$ cat src/rtl/trace_stack.sv
// LIFO trail of solver variable assignments with a registered zero-latency top entry,
// live decision-level tracking and sticky misuse flags.
module trace_stack #(
  parameter int VAR_BITS = 4,
  parameter int DEPTH    = 1 << VAR_BITS,
  parameter int CNT_BITS = $clog2(DEPTH + 1)
) (
  input  logic                clock,
  input  logic                reset_n,
  input  logic                clear,
  input  logic                push_trace,
  input  logic [VAR_BITS-1:0] var_in_trace,
  input  logic                val_in_trace,
  input  logic                type_in_trace,
  input  logic                pop_trace,
  output logic [VAR_BITS-1:0] var_out_trace,
  output logic                val_out_trace,
  output logic                type_out_trace,
  output logic                empty_trace,
  output logic                full_trace,
  output logic [CNT_BITS-1:0] count,
  output logic [CNT_BITS-1:0] decision_level,
  output logic                overflow,
  output logic                underflow
);

  localparam int IDX_BITS = (DEPTH > 1) ? $clog2(DEPTH) : 1;

  typedef struct packed {
    logic [VAR_BITS-1:0] var_idx;
    logic                val;
    logic                dec;
  } entry_t;

  entry_t              mem_q [DEPTH];
  entry_t              top_q, top_d;
  entry_t              in_e, below_e, wr_data;
  logic [CNT_BITS-1:0] count_q, count_d;
  logic [CNT_BITS-1:0] dl_q, dl_d;
  logic                ovf_q, ovf_d;
  logic                unf_q, unf_d;
  logic                wr_en;
  logic [IDX_BITS-1:0] wr_idx;
  logic                is_empty, is_full;

  assign in_e     = '{var_idx: var_in_trace, val: val_in_trace, dec: type_in_trace};
  assign is_empty = (count_q == '0);
  assign is_full  = (count_q == CNT_BITS'(DEPTH));

  // Entry that becomes the top after a pop; read straight from the array so
  // back-to-back pops never stall.
  always_comb begin
    below_e = '0;
    if (count_q >= CNT_BITS'(2))
      below_e = mem_q[IDX_BITS'(count_q - CNT_BITS'(2))];
  end

  always_comb begin
    count_d = count_q;
    dl_d    = dl_q;
    top_d   = top_q;
    ovf_d   = ovf_q;
    unf_d   = unf_q;
    wr_en   = 1'b0;
    wr_idx  = IDX_BITS'(count_q);
    wr_data = in_e;
    if (clear) begin
      count_d = '0;
      dl_d    = '0;
      top_d   = '0;
      ovf_d   = 1'b0;
      unf_d   = 1'b0;
    end else begin
      case ({push_trace, pop_trace})
        2'b10: begin
          if (is_full) begin
            ovf_d = 1'b1;
          end else begin
            wr_en   = 1'b1;
            count_d = count_q + CNT_BITS'(1);
            dl_d    = dl_q + CNT_BITS'(type_in_trace);
            top_d   = in_e;
          end
        end
        2'b01: begin
          if (is_empty) begin
            unf_d = 1'b1;
          end else begin
            count_d = count_q - CNT_BITS'(1);
            dl_d    = dl_q - CNT_BITS'(top_q.dec);
            top_d   = below_e;
          end
        end
        2'b11: begin
          // Push+pop on an empty stack degenerates to a plain push.
          if (is_empty) begin
            wr_en   = 1'b1;
            count_d = count_q + CNT_BITS'(1);
            dl_d    = dl_q + CNT_BITS'(type_in_trace);
            top_d   = in_e;
          end else begin
            wr_en  = 1'b1;
            wr_idx = IDX_BITS'(count_q - CNT_BITS'(1));
            dl_d   = dl_q - CNT_BITS'(top_q.dec) + CNT_BITS'(type_in_trace);
            top_d  = in_e;
          end
        end
        default: ;
      endcase
    end
  end

  always_ff @(posedge clock or negedge reset_n) begin
    if (!reset_n) begin
      count_q <= '0;
      dl_q    <= '0;
      top_q   <= '0;
      ovf_q   <= 1'b0;
      unf_q   <= 1'b0;
    end else begin
      count_q <= count_d;
      dl_q    <= dl_d;
      top_q   <= top_d;
      ovf_q   <= ovf_d;
      unf_q   <= unf_d;
    end
  end

  // Trail storage carries no reset; only entries below count are ever observed.
  always_ff @(posedge clock) begin
    if (wr_en) mem_q[wr_idx] <= wr_data;
  end

  assign var_out_trace  = top_q.var_idx;
  assign val_out_trace  = top_q.val;
  assign type_out_trace = top_q.dec;
  assign empty_trace    = is_empty;
  assign full_trace     = is_full;
  assign count          = count_q;
  assign decision_level = dl_q;
  assign overflow       = ovf_q;
  assign underflow      = unf_q;

endmodule

$ cat config.mk
export PLATFORM = sky130hd
export DESIGN_NAME = trace_stack
export DESIGN_NICKNAME = d
export VERILOG_FILES = /design/src/rtl/trace_stack.sv
export SDC_FILE = /design/constraint.sdc
export NUM_CORES = 1
export LEC_CHECK = 0
export CAP_MARGIN = 5
export CORE_UTILIZATION = 60
export CTS_CLUSTER_DIAMETER = 80
export CTS_CLUSTER_SIZE = 10
export DETAILED_ROUTE_END_ITERATION = 16
export PLACE_DENSITY_LB_ADDON = 0.3
export SLEW_MARGIN = 20
export SYNTH_ARGS = -nofsm -noshare
export SYNTH_HDL_FRONTEND = slang
export SYNTH_SLANG_ARGS = --single-unit
export TNS_END_PERCENT = 5
$ cat constraint.sdc
create_clock -name clock -period 4.7 [get_ports clock]
set_input_delay 0.94 -clock clock [delete_from_list [all_inputs] [get_ports clock]]
set_output_delay 0.94 -clock clock [all_outputs]
set_load 0.03 [all_outputs]
=== Word level (Yosys, flattened, before mapping) ===
Memory sizes are Yosys's and may differ from the RTL's.
Index checks and enable logic that the tools add are counted.

* Flip-flop bits (word level): 18
* Bits in latches: 0
* RAM bits: 96
* Bits in read-only memories: 0
* Input bits: 11
* Output and inout bits: 20
* Word-level logic and storage cells: 61
* Memories: 1

{| class="wikitable"
|+ Memory list
! memory !! depth !! bits a word !! read ports !! clocked after Yosys merged registers in !! write ports !! RTL line !! source
|-
| mem_q || 16 || 6 || 1 || 0 || 1 || 35 || <nowiki>entry_t mem_q [DEPTH];</nowiki>
|}

* Add/subtract/negate cells: 6
* Multipliers: 0
* Divide/modulo/power cells: 0
* Magnitude comparators: 1
* Equality and inequality tests: 7
* Shift operators: 0
* Mux-type cells: 29
* Bitwise gates (word level): 0
* Reductions and logical operators: 10

{| class="wikitable"
|+ Operators with widths
! operator !! count
|-
| $mux W5 || 8
|-
| $pmux W5 S3 || 2
|-
| $mux W6 || 4
|-
| $pmux W6 S3 || 1
|-
| $mux W4 || 3
|-
| $add A5 B1 Y5 || 2
|-
| $mux W1 || 10
|-
| $ne A3 B3 Y1 const B || 3
|-
| $reduce_bool A2 Y1 || 4
|-
| $add A5 B1 Y5 const B || 1
|-
| $eq A5 B5 Y1 const B || 1
|-
| $ge A5 B2 Y1 const B || 1
|-
| $logic_not A5 Y1 || 1
|-
| $sub A5 B1 Y5 || 1
|-
| $sub A5 B1 Y5 const B || 1
|-
| $eq A2 B2 Y1 const B || 2
|-
| $reduce_and A2 Y1 || 2
|-
| $reduce_and A4 Y1 || 1
|-
| $reduce_bool A4 Y1 || 1
|-
| $sub A4 B2 Y4 const B || 1
|-
| $reduce_and A3 Y1 || 1
|-
| $eq A2 B1 Y1 const B || 1
|-
| $pmux W1 S2 || 1
|}

=== Depth between registers and ports, before layout ===
* Depth in word-level cells: 6
* Mapped depth: 12
* Mapped depth without buffers: 10

=== Worst setup path before layout ===
OpenSTA, ideal clock, no wires.

* Path kind: register -> register
* Start point: reg count_q[1], in the netlist count[1]
* End point: mem mem_q[5][0] (netlist name) (enable)
* Library setup time: 350 ps
* Arrival time: 2922 ps
* Data required time: 4350 ps
* Slack: 1428 ps
* Cell stages (with the launch flop): 11
* Buffers on the path: 3
* Path through: dfrtp_1 -> clkbuf_8 -> inv_1 -> clkbuf_8 -> ha_1 -> or4b_4 -> buf_6 -> nand3_2 -> o22ai_2 -> or4b_4 -> nor2_1

* Cells in the longest elaborated chain, start to end: 6

{| class="wikitable"
|+ Ends and longest elaborated chain
! item !! RTL line !! source
|-
| start, declared || 38 || <nowiki>logic [CNT_BITS-1:0] count_q, count_d;</nowiki>
|-
| start signal, assigned || 121 || <nowiki>count_q <= count_d;</nowiki>
|-
| $eq A5 B5 Y1 || 48 || <nowiki>assign is_full = (count_q == CNT_BITS'(DEPTH));</nowiki>
|-
| $mux W1 || 76 || <nowiki>if (is_full) begin</nowiki>
|-
| $pmux W1 S2 || 74 || <nowiki>case ({push_trace, pop_trace})</nowiki>
|-
| $mux W1 || 67 || <nowiki>if (clear) begin</nowiki>
|-
| $mux W1 || 131 || <nowiki>if (wr_en) mem_q[wr_idx] <= wr_data;</nowiki>
|-
| $mux W1 (not written as such) || 131 ||
|-
| end, declared || 35 ||
|}

Several ways; a longest one is shown, not always the timed one.

=== Worst setup path after layout ===
* Start point: reg count_q[0], in the netlist count[0]
* End point: out full_trace

* Cells in the longest elaborated chain, start to end: 1

{| class="wikitable"
|+ Ends and longest elaborated chain
! item !! RTL line !! source
|-
| $eq A5 B5 Y1 || 48 ||
|-
| end, declared || 20 || <nowiki>output logic full_trace,</nowiki>
|}

No other way between the ends.

==> reports/metrics.sh <==
INITIAL_ANTENNA_VIOLATION_COUNT=0
GRT-OVFL-TOTAL=0
WORSTPATHARRIVAL_PS=2840
SETUP_SLACK_AFTER_LAYOUT_PS=915
FINISH.NET_COUNT=443
VIAS_PER_CELL=6.61
DRIVE_GT1_SHARE_PCT=16.9
NETLIST_INSTANCES=388
WORSTPATHREQUIRED_PS=3760
FINAL_REPLACE_WEIGHTED_CONGESTION=0.882
SWITCHING_POWER_mW=1.35
TIMING.SETUP.TNS_PS=0
FIRST_PASS_GRT_WIRE_LENGTH_UM=19900
POWER.TOTAL_mW=3.82
YOSYS_REGISTER_BITS=114
SETUP.WORST_PATH.END_CLASS='output pin'
SEQ_POWER_SHARE_PCT=32.5
SYN_AREA_PER_CELL_SQ_UM=14.1
NETLIST-CELL-TYPE-COUNT=55
FINAL.HOLD.WORST_SLACK_PS=492
GRT_START_MAX_NET_PINS=35
POSTSYNTHNETCOUNT=412
MAX_FREQ_MHz=264
GLOBALROUTEMET2UTIL_PCT=46.9
BUSIEST_LAYER='met2'
CTS_MAX_PATH_BUFFERS=2
YOSYS-TOP-CELLS-AREA='edfxtp_1, mux4_2, dfrtp_1, ha_1, nand2_1'
YS_SEQ_AREA_SHARE_PCT=60.8
MOSTFREQUENTLAYOUTCELLS='edfxtp_1, nor2_1, nand2_1, clkdlybuf4s50_1, mux4_2'
P_SW_SHARE_PCT=35.4
GRT_UTIL_ALL_LAYERS_PCT=28.2
YS_WARN_COUNT=0
CHIPHEIGHT_UM=97.6
GR-USAGE-MET3_PCT=5.90
PORT_BUFFERS=30
DIE-WIDTH_UM=97.6
ROOT_DRIVER='clkbuf_8'
MAXSLEWHEADROOM_PCT=32.0
ROUTED-VIA-COUNT=3561
FLOORPLAN.IO_PINS=31
DRC=0
REPORT.FINAL.SETUP_VIOL=0
HOLD_BUF_COUNT_CTS=0
LAYOUT_COMMONEST_CELL='edfxtp_1'
WORST-R2R-SETUP-SLACK_PS=1580
GLOBALROUTEMET1UTIL_PCT=37.8
YS.FLOP_TYPE='edfxtp_1'
DRT-TOTAL-WL_UM=12500
CTS-HTREE-LEVELS=4
NUMBER_OF_BUFFERS_INSERTED_DURING_CLOCK_TREE_SYNTHESIS=17
AVGROUTEDWIREPERCELL_UM=23.2
GRT_SETUP_UNREPAIRED='false'
CTS_POST_SETUP_BUFFERS_INSERTED=0
MIN_PATH_TYPE='flip-flop to flip-flop'
CORE_REGION_AREA_SQ_UM=8760
CTS-RESIZED-GATES=0
TIMING.CRITICAL_PATH.FANOUT_MAX=7
IRDROPWORSTVDD_mV=0.408
NUMCLOCKSINKS=114
CTS.CLK_SLEW.WORST_PATHS_PS=60
YOSYSTOPAREACELL='edfxtp_1'
POWER.LEAKAGE_nW=2.22
DP.FINAL_HPWL_UM=7730
CTS_TREE='yes'
DIODES=0
FINAL_CORE_UTILIZATION_PCT=72.1
PWR-SHARE-COMB_PCT=36.9
SYNTH_TOP_CELL_AREA_SHARE_PCT=52.6
CRIT_PATH_START_KIND='flip-flop'
PORTION_OF_TOTAL_POWER_ATTRIBUTED_TO_THE_CLOCK_NETWORK_PCT=30.6
FLOORPLAN.INITIALDENSITY_PCT=62.6
TIMING_WORST_SETUP_PATH_TYPE='flip-flop to output pin'
CLOCK_SKEW_PS=6.53
POSTSYNTH.ASYNCRESETSHARE_PCT=15.8
DRV_CAP=0
PLACEMENT_ROWS=34
NUMBER_OF_FLOPS_MAPPED_TO_ENABLE_CELLS_BY_YOSYS=96
TIMING.FINAL.HOLD_VIOLATIONS=0
POWER.DENSITY_CELL_AREA_nW_PER_UM2=605
SYN-CELL-AREA_SQ_UM=5480
INTERNAL-POWER_mW=2.47
DRTANTENNAVIOLNETS=0
RATIO_OF_FINAL_MINIMUM_PERIOD_TO_CLOCK_PERIOD_PCT=80.5
CLK_LATENCY_PS=510
TIMING_MAX_TRANSITION_VIOLATIONS_FINAL=0
FIRST_GLOBAL_VIAS=3567
FINAL_PERIOD_MINUS_WORST_SETUP_SLACK_PS=3780
DRT_PASS1_ITERATIONS=5
SYNTHTOLAYOUTAREAGROWTH_PCT=15.2
MAX_SLEW.WORST_PIN.SLEW_PS=1020
FLOORPLAN.DIE_AREA_SQ_UM=9520
PLACE_WS_PS=949
INITIAL_DRT_MARKERS=431
STATUS='finished clean'
[per-stage QoR]
step           std cells  area, sq um
4_1_cts              539         6320
3_3_place_gp         508         5790
3_5_place_dp         508         5790
5_1_grt              539         6320
2_1_floorplan        388         5480
6_report             539         6320
[critical path: stages, from the launching register on]
cell	delay, ps
dfrtp_2	400
inv_1	220
ha_1	290
nor3b_1	550
nand2_1	110
inv_1	90
clkdlybuf4s50_1	660
[per-layer routing]
| metal | vias to the layer above | part of all wire, % |
|---|---|---|
| met3 | 24 | 7.7 |
| met2 | 208 | 52 |
| met5 | - | 0 |
| met4 | 0 | 1.5 |
| li1 | 1563 | - |
| met1 | 1766 | 39 |
[final timing paths]
| check | depth (start not counted) | start | to |
|---|---|---|---|
| worst max-delay path | 6 | count[0] | full_trace |
| worst min-delay path | 2 | overflow | overflow |
| worst max register to register | 9 | count[1] | mem_q[6][2] |
| worst min register to register | 2 | overflow | overflow |
| max in group asynchronous | 1 | reset_n | count[0] |
| min in group asynchronous | 1 | reset_n | count[3] |
[layout make-up]
class,count,area (sq um)
Clock inverter,12,110
Sequential cell,114,3330
Clock buffer,19,422
Tap cell,108,135
Fill cell,586,2440
Inverter,15,56.3
Timing Repair Buffer,36,345
Multi-Input combinational cell,235,1920
[kinds of logic after synthesis]
logic type	after synthesis	share of synthesized area (%)
flops	114	60.8
compound gates	67	8.85
fa+ha+maj	13	2.97
mux	34	11.7
simple gates	110	9.63
buf+inv	39	4.27
xor+xnor	11	1.76
[registers in the layout (all words and copies together), names as in the netlist]
signal	flops
type_out_trace	1
underflow	1
val_out_trace	1
overflow	1
var_out_trace	4
count	5
mem_q	96
decision_level	5
[power by group through the flow]
| stage | logic, mW | registers (mW) | clock network, mW |
|---|---|---|---|
| 6_report | 1.41 | 1.24 | 1.17 |
| 4_1_cts | 1.41 | 1.24 | 1.17 |
| 3_5_place_dp | 1.38 | 1.26 | 0 |
| 3_3_place_gp | 1.35 | 1.26 | 0 |
| 5_1_grt | 1.52 | 1.25 | 1.22 |
| 2_1_floorplan | 0.998 | 1.31 | 0 |
[synthesized netlist by cell type (2+ instances only)]
cell and number:
a21oi_1 11, o21ai_0 6, o2111ai_1 2, mux4_2 24
and3_1 2, xor2_1 4, mux2_2 2, o221ai_1 7
xnor2_1 7, clkbuf_8 5, inv_1 14, nor3_1 7
a31oi_1 8, nor2b_1 6, nand2_1 35, nand2b_1 3
buf_1 2, or4b_4 2, nand3b_1 2, edfxtp_1 96
mux2i_1 8, buf_6 4, nor2_1 35, a31oi_2 3
ha_1 13, nor3b_1 3, dfrtp_1 18, a22oi_1 7
a211oi_1 5, nand4_1 2, o22ai_1 5, nand3_1 7
buf_2 3, clkbuf_1 9
No activity file was read; power rests on OpenSTA's default activity.
